$ cat config.mk
export PLATFORM = sky130hd
export DESIGN_NAME = regfile_writeback
export DESIGN_NICKNAME = d
export VERILOG_FILES = /design/src/rtl/regfile_writeback.sv
export SDC_FILE = /design/constraint.sdc
export NUM_CORES = 2
export LEC_CHECK = 0
export CAP_MARGIN = 25
export CORE_MARGIN = 2
export CORE_UTILIZATION = 60
export CTS_CLUSTER_SIZE = 12
export DETAILED_ROUTE_END_ITERATION = 10
export PLACE_DENSITY = 0.76
export SKIP_CTS_REPAIR_TIMING = 1
export SYNTH_ARGS = -nofsm -noshare
export SYNTH_HDL_FRONTEND = slang
export SYNTH_SLANG_ARGS = --single-unit
$ cat constraint.sdc
create_clock -name clk -period 4.25 [get_ports clk]
set_input_delay 0.85 -clock clk [delete_from_list [all_inputs] [get_ports clk]]
set_output_delay 0.85 -clock clk [all_outputs]
set_load 0.05 [all_outputs]
$ cat src/rtl/regfile_writeback.sv
// regfile_writeback: writeback side of the architectural register file.
// Execution-unit results enter a small FIFO and drain one per cycle into the
// 32 x XLEN register array. x0 is hardwired to zero, so x0 writes are
// acknowledged but never queued. Two combinational read ports serve decode.
// Optional build macro REGFILE_BYPASS_EN: read ports also forward the
// youngest queued (uncommitted) write to the selected register.
module regfile_writeback #(
    parameter int XLEN           = 32,
    parameter int REG_SELECT_LEN = 5,
    parameter int DEPTH          = 4
) (
    input  logic                      clk,
    input  logic                      rst_n,
    input  logic                      wb_valid,
    output logic                      wb_ready,
    input  logic [REG_SELECT_LEN-1:0] wb_rd,
    input  logic [XLEN-1:0]           wb_data,
    input  logic [REG_SELECT_LEN-1:0] rs1_sel,
    output logic [XLEN-1:0]           rs1_data,
    input  logic [REG_SELECT_LEN-1:0] rs2_sel,
    output logic [XLEN-1:0]           rs2_data,
    output logic [$clog2(DEPTH):0]    pending,
    output logic                      empty
);

    localparam int PTR_W    = $clog2(DEPTH);
    localparam int CNT_W    = PTR_W + 1;
    localparam int NUM_REGS = 2 ** REG_SELECT_LEN;
    localparam logic [CNT_W-1:0] FULL_COUNT = CNT_W'(DEPTH);

    typedef struct packed {
        logic [REG_SELECT_LEN-1:0] rd;
        logic [XLEN-1:0]           data;
    } entry_t;

    entry_t            queue_mem [DEPTH];
    logic [XLEN-1:0]   regs [NUM_REGS];
    logic [PTR_W-1:0]  wr_ptr;
    logic [PTR_W-1:0]  rd_ptr;
    logic [CNT_W-1:0]  count;
    logic              live;
    logic              accept;
    logic              push;
    logic              pop;
    entry_t            head;

    // Ready is held low in reset and for the cycle after release; afterwards it
    // depends only on the registered occupancy, never on wb_valid.
    assign wb_ready = live && (count != FULL_COUNT);
    assign accept   = wb_valid && wb_ready;
    assign push     = accept && (wb_rd != '0);
    assign pop      = (count != '0);
    assign head     = queue_mem[rd_ptr];
    assign pending  = count;
    assign empty    = (count == '0);

    // Becomes 1 on the first clock edge after reset release.
    // NOTE: sequential state uses non-blocking assignments so every flop samples pre-edge values.
    always_ff @(posedge clk or negedge rst_n) begin
        if (!rst_n) begin
            live <= 1'b0;
        end else begin
            live <= 1'b1;
        end
    end

    // Queue pointers and occupancy; accept and drain in one cycle leave count unchanged.
    always_ff @(posedge clk or negedge rst_n) begin
        if (!rst_n) begin
            wr_ptr <= '0;
            rd_ptr <= '0;
            count  <= '0;
        end else begin
            if (push) begin
                wr_ptr <= wr_ptr + 1'b1;
            end
            if (pop) begin
                rd_ptr <= rd_ptr + 1'b1;
            end
            case ({push, pop})
                2'b10:   count <= count + 1'b1;
                2'b01:   count <= count - 1'b1;
                default: count <= count;
            endcase
        end
    end

    // Queue payload storage.
    // NOTE: payload entries carry no reset; count gates every use, so stale contents are never observed.
    always_ff @(posedge clk) begin
        if (push) begin
            queue_mem[wr_ptr] <= '{rd: wb_rd, data: wb_data};
        end
    end

    // Architectural array: clears on reset, commits the queue head every non-empty cycle.
    always_ff @(posedge clk or negedge rst_n) begin
        if (!rst_n) begin
            for (int i = 0; i < NUM_REGS; i++) begin
                regs[i] <= '0;
            end
        end else if (pop) begin
            regs[head.rd] <= head.data;
        end
    end

    // Two identical combinational read ports.
    for (genvar p = 0; p < 2; p++) begin : g_read
        logic [REG_SELECT_LEN-1:0] sel;
        logic [XLEN-1:0]           val;

        assign sel = (p == 0) ? rs1_sel : rs2_sel;

        // Array lookup, optionally overridden by the youngest matching queued write.
        // NOTE: val gets a default before any conditional update, so no latch is inferred.
        always_comb begin
            val = '0;
            if (sel != '0) begin
                val = regs[sel];
            end
`ifdef REGFILE_BYPASS_EN
            // Scan oldest to youngest so the last match wins.
            for (int i = 0; i < DEPTH; i++) begin
                if ((CNT_W'(i) < count) && (sel != '0) &&
                    (queue_mem[rd_ptr + PTR_W'(i)].rd == sel)) begin
                    val = queue_mem[rd_ptr + PTR_W'(i)].data;
                end
            end
`else
            // Committed contents only; the queue is invisible to readers.
`endif
        end
    end

    assign rs1_data = g_read[0].val;
    assign rs2_data = g_read[1].val;

endmodule

==> tab_implementation.tex <==
\begin{tabular}{lr}
\hline
Metric & Value \\
\hline
\multicolumn{2}{l}{\textbf{CTS}} \\
Clk\_lat worst skew & 0.75 ns \\
Clock-pin slew reported for the worst setup and hold paths after clock tree synthesis & 0.05 ns \\
CTS Root Buffer Type & clkbuf\_16 \\
Longest Clk Path Bufs & 3 \\
TritonCTS clock tree & yes \\
CTS sink cnt & 1180 \\
CTS buffer count & roughly 130 \\
Depth of the CTS H-tree & 4 \\
\multicolumn{2}{l}{\textbf{Place}} \\
GP Congestion & 0.861 \\
Port bufs & $\sim$120 \\
Post-place instance area & around 0.065 mm\^{}2 \\
Post-DP HPWL & 114000 um \\
Place WS & between 0.05 and 0.06 ns \\
\multicolumn{2}{l}{\textbf{Cells and area}} \\
Most frequent standard cell in the layout excluding fill and tap cells & mux2\_2 \\
Finished layout cell area & $\sim$0.07 mm\^{}2 \\
Nets & roughly 4.0k \\
Share of post-route cells with drive strength above 1 & between 50\% and 60\% \\
Top library cells by usage in the layout, fill and taps aside & mux2\_2 (1051), dfrtp\_1 (1030), mux4\_2 (484) \\
Antenna Diode Count & 0 \\
Area grow syn2layout & 14.7\% \\
\multicolumn{2}{l}{\textbf{Worst setup path}} \\
Crit end category & output pin \\
Critical Path RT & $\sim$3.4 ns \\
Worst-path cell with the longest stage delay & a311oi\_2 \\
Critical path cell sequence & buf\_8 -> buf\_4 -> mux2i\_1 -> a221oi\_1 -> o21ai\_0 -> a311oi\_2 -> buf\_12 \\
Critical path class & in2out \\
Register-to-register setup slack & approximately 0.65 ns \\
Critical Path Source Type & primary input \\
Worst Path Arrival & roughly 3.3 ns \\
Critical path's top delay family & compound AO/OA/AOI/OAI gates \\
Buffers \& Inverters on Critical Path & 3 \\
Critical-path maximum fanout & between 40 and 50 \\
Max stage delay on crit path & around 0.65 ns \\
\multicolumn{2}{l}{\textbf{Timing}} \\
Count of final hold-check violations & 0 \\
Worst-case setup margin in the final layout & $\sim$0.14 ns \\
Setup repair after global routing missed its margin & false \\
Setup-violating endpoint count in the final report & 0 \\
Final Hold Slack & roughly 0.11 ns \\
Worst Max-Slew Pin Slew & 1.09 ns \\
Post-route clock period utilization & approximately 97\% \\
Worst slew margin & between 20\% and 30\% \\
Clock period minus worst slack & 4.11 ns \\
Count of pins over their slew limit & 0 \\
Setup total negative slack & 0 ns \\
Highest clock rate & 243 MHz \\
Final clock skew & about 0.027 ns \\
\multicolumn{2}{l}{\textbf{Logic synthesis}} \\
Fraction of the mapped netlist area in compound gates & approximately 4.4\% \\
Number of register bits inferred by synthesis & roughly 1.2k \\
Dominant register cell in the synthesized netlist & dfrtp\_1 \\
Simple-gate area share of the yosys netlist & between 1.5 and 2\% \\
Synth warn & 0 \\
Xor and xnor fraction of the mapped netlist area & less than 1\% \\
Share of the synthesized area in the top cell type & 42.6\% \\
Avg Inst Size Synth & 15.7 um\^{}2 \\
Synth Cell Area & 0.0606 mm\^{}2 \\
Sequential area share after synthesis & 49.9\% \\
Post-Synth Adder-Cell Area & less than 1\% \\
Dominant combinational cell family by area after synthesis & multiplexers \\
Count of unique library cells instantiated by Yosys & 42 \\
Area contributors post-synth & dfrtp\_1 (43\%), mux2\_2 (20\%), mux4\_2 (18\%), edfxtp\_1 (7.3\%), mux2i\_1 (2.1\%) \\
Number of enable flip-flop cells after synthesis & between 100 and 150 \\
Cell accounting for the most synthesized area & dfrtp\_1 \\
Synth Instances & roughly 3.9k \\
Asr flop ratio synth & 87.5\% \\
Portion of netlist area occupied by mux cells & between 40\% and 50\% \\
Syn\_nets & 3916 \\
\multicolumn{2}{l}{\textbf{GRT}} \\
Congestion Overflow GR & 0 \\
Antenna violations before repair & 3 \\
Vias in the first global route & 40.2k \\
Largest net degree at the start of global routing & just over 90 \\
First-pass GRT wire length & between 200000 and 300000 um \\
Overall fraction of global-route tracks in use & a little under two fifths \\
\multicolumn{2}{l}{\textbf{Floorplan}} \\
Vertical die dimension & around 320 um \\
Die Wd & roughly 320 um \\
Core Region & between 0.1 and 0.15 mm\^{}2 \\
Initial Utilization & between 60\% and 70\% \\
Boundary pin count & 119 \\
Rows & about 120 \\
Area enclosed by the die boundary & around 0.10 mm\^{}2 \\
\multicolumn{2}{l}{\textbf{Drt}} \\
Average detailed-routed wire length per instance & $\sim$35 um \\
Number of nets with antenna violations after detailed routing & 0 \\
Initial DRT Pass Iterations & 5 \\
Aggregate routed wire length & $\sim$190000 um \\
Detailed router's first-iteration violation count & a little under 5k \\
Routed via count divided by cell count & between 7 and 8 \\
DRC violations left & 0 \\
Vias & 39.1k \\
\multicolumn{2}{l}{\textbf{Power}} \\
Pleak & 0.0285 uW \\
Worst vdd rail ir drop & a little under 0.0005 V \\
Areal power density over the cells & just over 700 mW/mm\^{}2 \\
\multicolumn{2}{l}{\textbf{Run}} \\
Max-capacitance violation count & 0 \\
\multicolumn{2}{l}{\textbf{Hold path}} \\
Worst hold path type & in2async \\
\multicolumn{2}{l}{\textbf{Status}} \\
Result of the run & finished clean \\
\hline
\end{tabular}
## layout make-up
class                      instances  area (um^2)
fill                            6589        30600
sequential                      1180        30300
multi-input combinational       2254        28800
timing repair buffer             369         4660
clock buffer                     194         3910
tap                             1298         1620
clock inverter                    29          251
inverter                           6         25.0
## registers in the layout, summed over array words and instances, names as in the netlist
signal	cells
pending	3
queue_mem	148
wr_ptr	2
rd_ptr	2
live	1
regs	1024
## stage by stage
stage | total power (uW) | instances | util (%)
finish | 50200 | 5330 | 69.4
global route | 52300 | 5330 | 69.4
CTS | 50000 | 5326 | 69.3
detailed placement | 38800 | 5103 | 65.2
global placement | 38000 | 5101 | 65.1
floorplan | 32600 | 3860 | -
## cells by family (layout without fill, tap and decap cells)
kind of cell / count (synthesis) / after routing
AOI/OAI and AO/OA: 369 / 369
other: 1 / 1
DFF: 1180 / 1180
muxes: 1703 / 1703
buffers and inverters: 426 / 598
and+or+nand+nor: 169 / 169
adders and majority gates: 6 / 6
xor gates and xnor gates: 6 / 6
## Yosys cell counts (42+ instances only)
cell,n
mux2_2,1051
mux2i_1,128
a221oi_1,47
mux4_2,484
a211oi_1,64
buf_6,42
edfxtp_1,148
buf_1,77
clkbuf_1,176
o21ai_0,111
a311oi_1,64
dfrtp_1,1032
nand2_1,45
a22oi_1,64
nor2b_1,72
buf_2,119
## power breakdown
| part | leakage, uW | switching, uW | total, uW | internal (uW) |
|---|---|---|---|---|
| clock | 0.00204 | 4600 | 11200 | 6570 |
| combinational | 0.0124 | 8790 | 19100 | 10300 |
| sequential | 0.0141 | 3610 | 20000 | 16400 |
## routing by layer
layer	routed length (um)	vias to the layer above	part of all wire [%]	GRT usage [%]
li1	-	15300	-	-
met1	71500	20900	38	50.4
met2	86600	2235	46	55.9
met3	17800	627	9.5	8.51
met4	10800	4	5.8	19.2
met5	28	-	0.015	0
## worst paths after layout
check                                         to  cells after the start                  start
min                        regs[918]$_DFFE_PN0P_                      1                  rst_n
min reg2reg                regs[547]$_DFFE_PN0P_                      1  regs[547]$_DFFE_PN0P_
max reg2reg                regs[586]$_DFFE_PN0P_                      5  rd_ptr[1]$_DFFE_PN0P_
min in group clk           regs[547]$_DFFE_PN0P_                      1  regs[547]$_DFFE_PN0P_
max                                 rs2_data[17]                      7             rs2_sel[2]
max in group asynchronous  rd_ptr[1]$_DFFE_PN0P_                      3                  rst_n
Note: power is estimated with default switching activity, not from simulation.
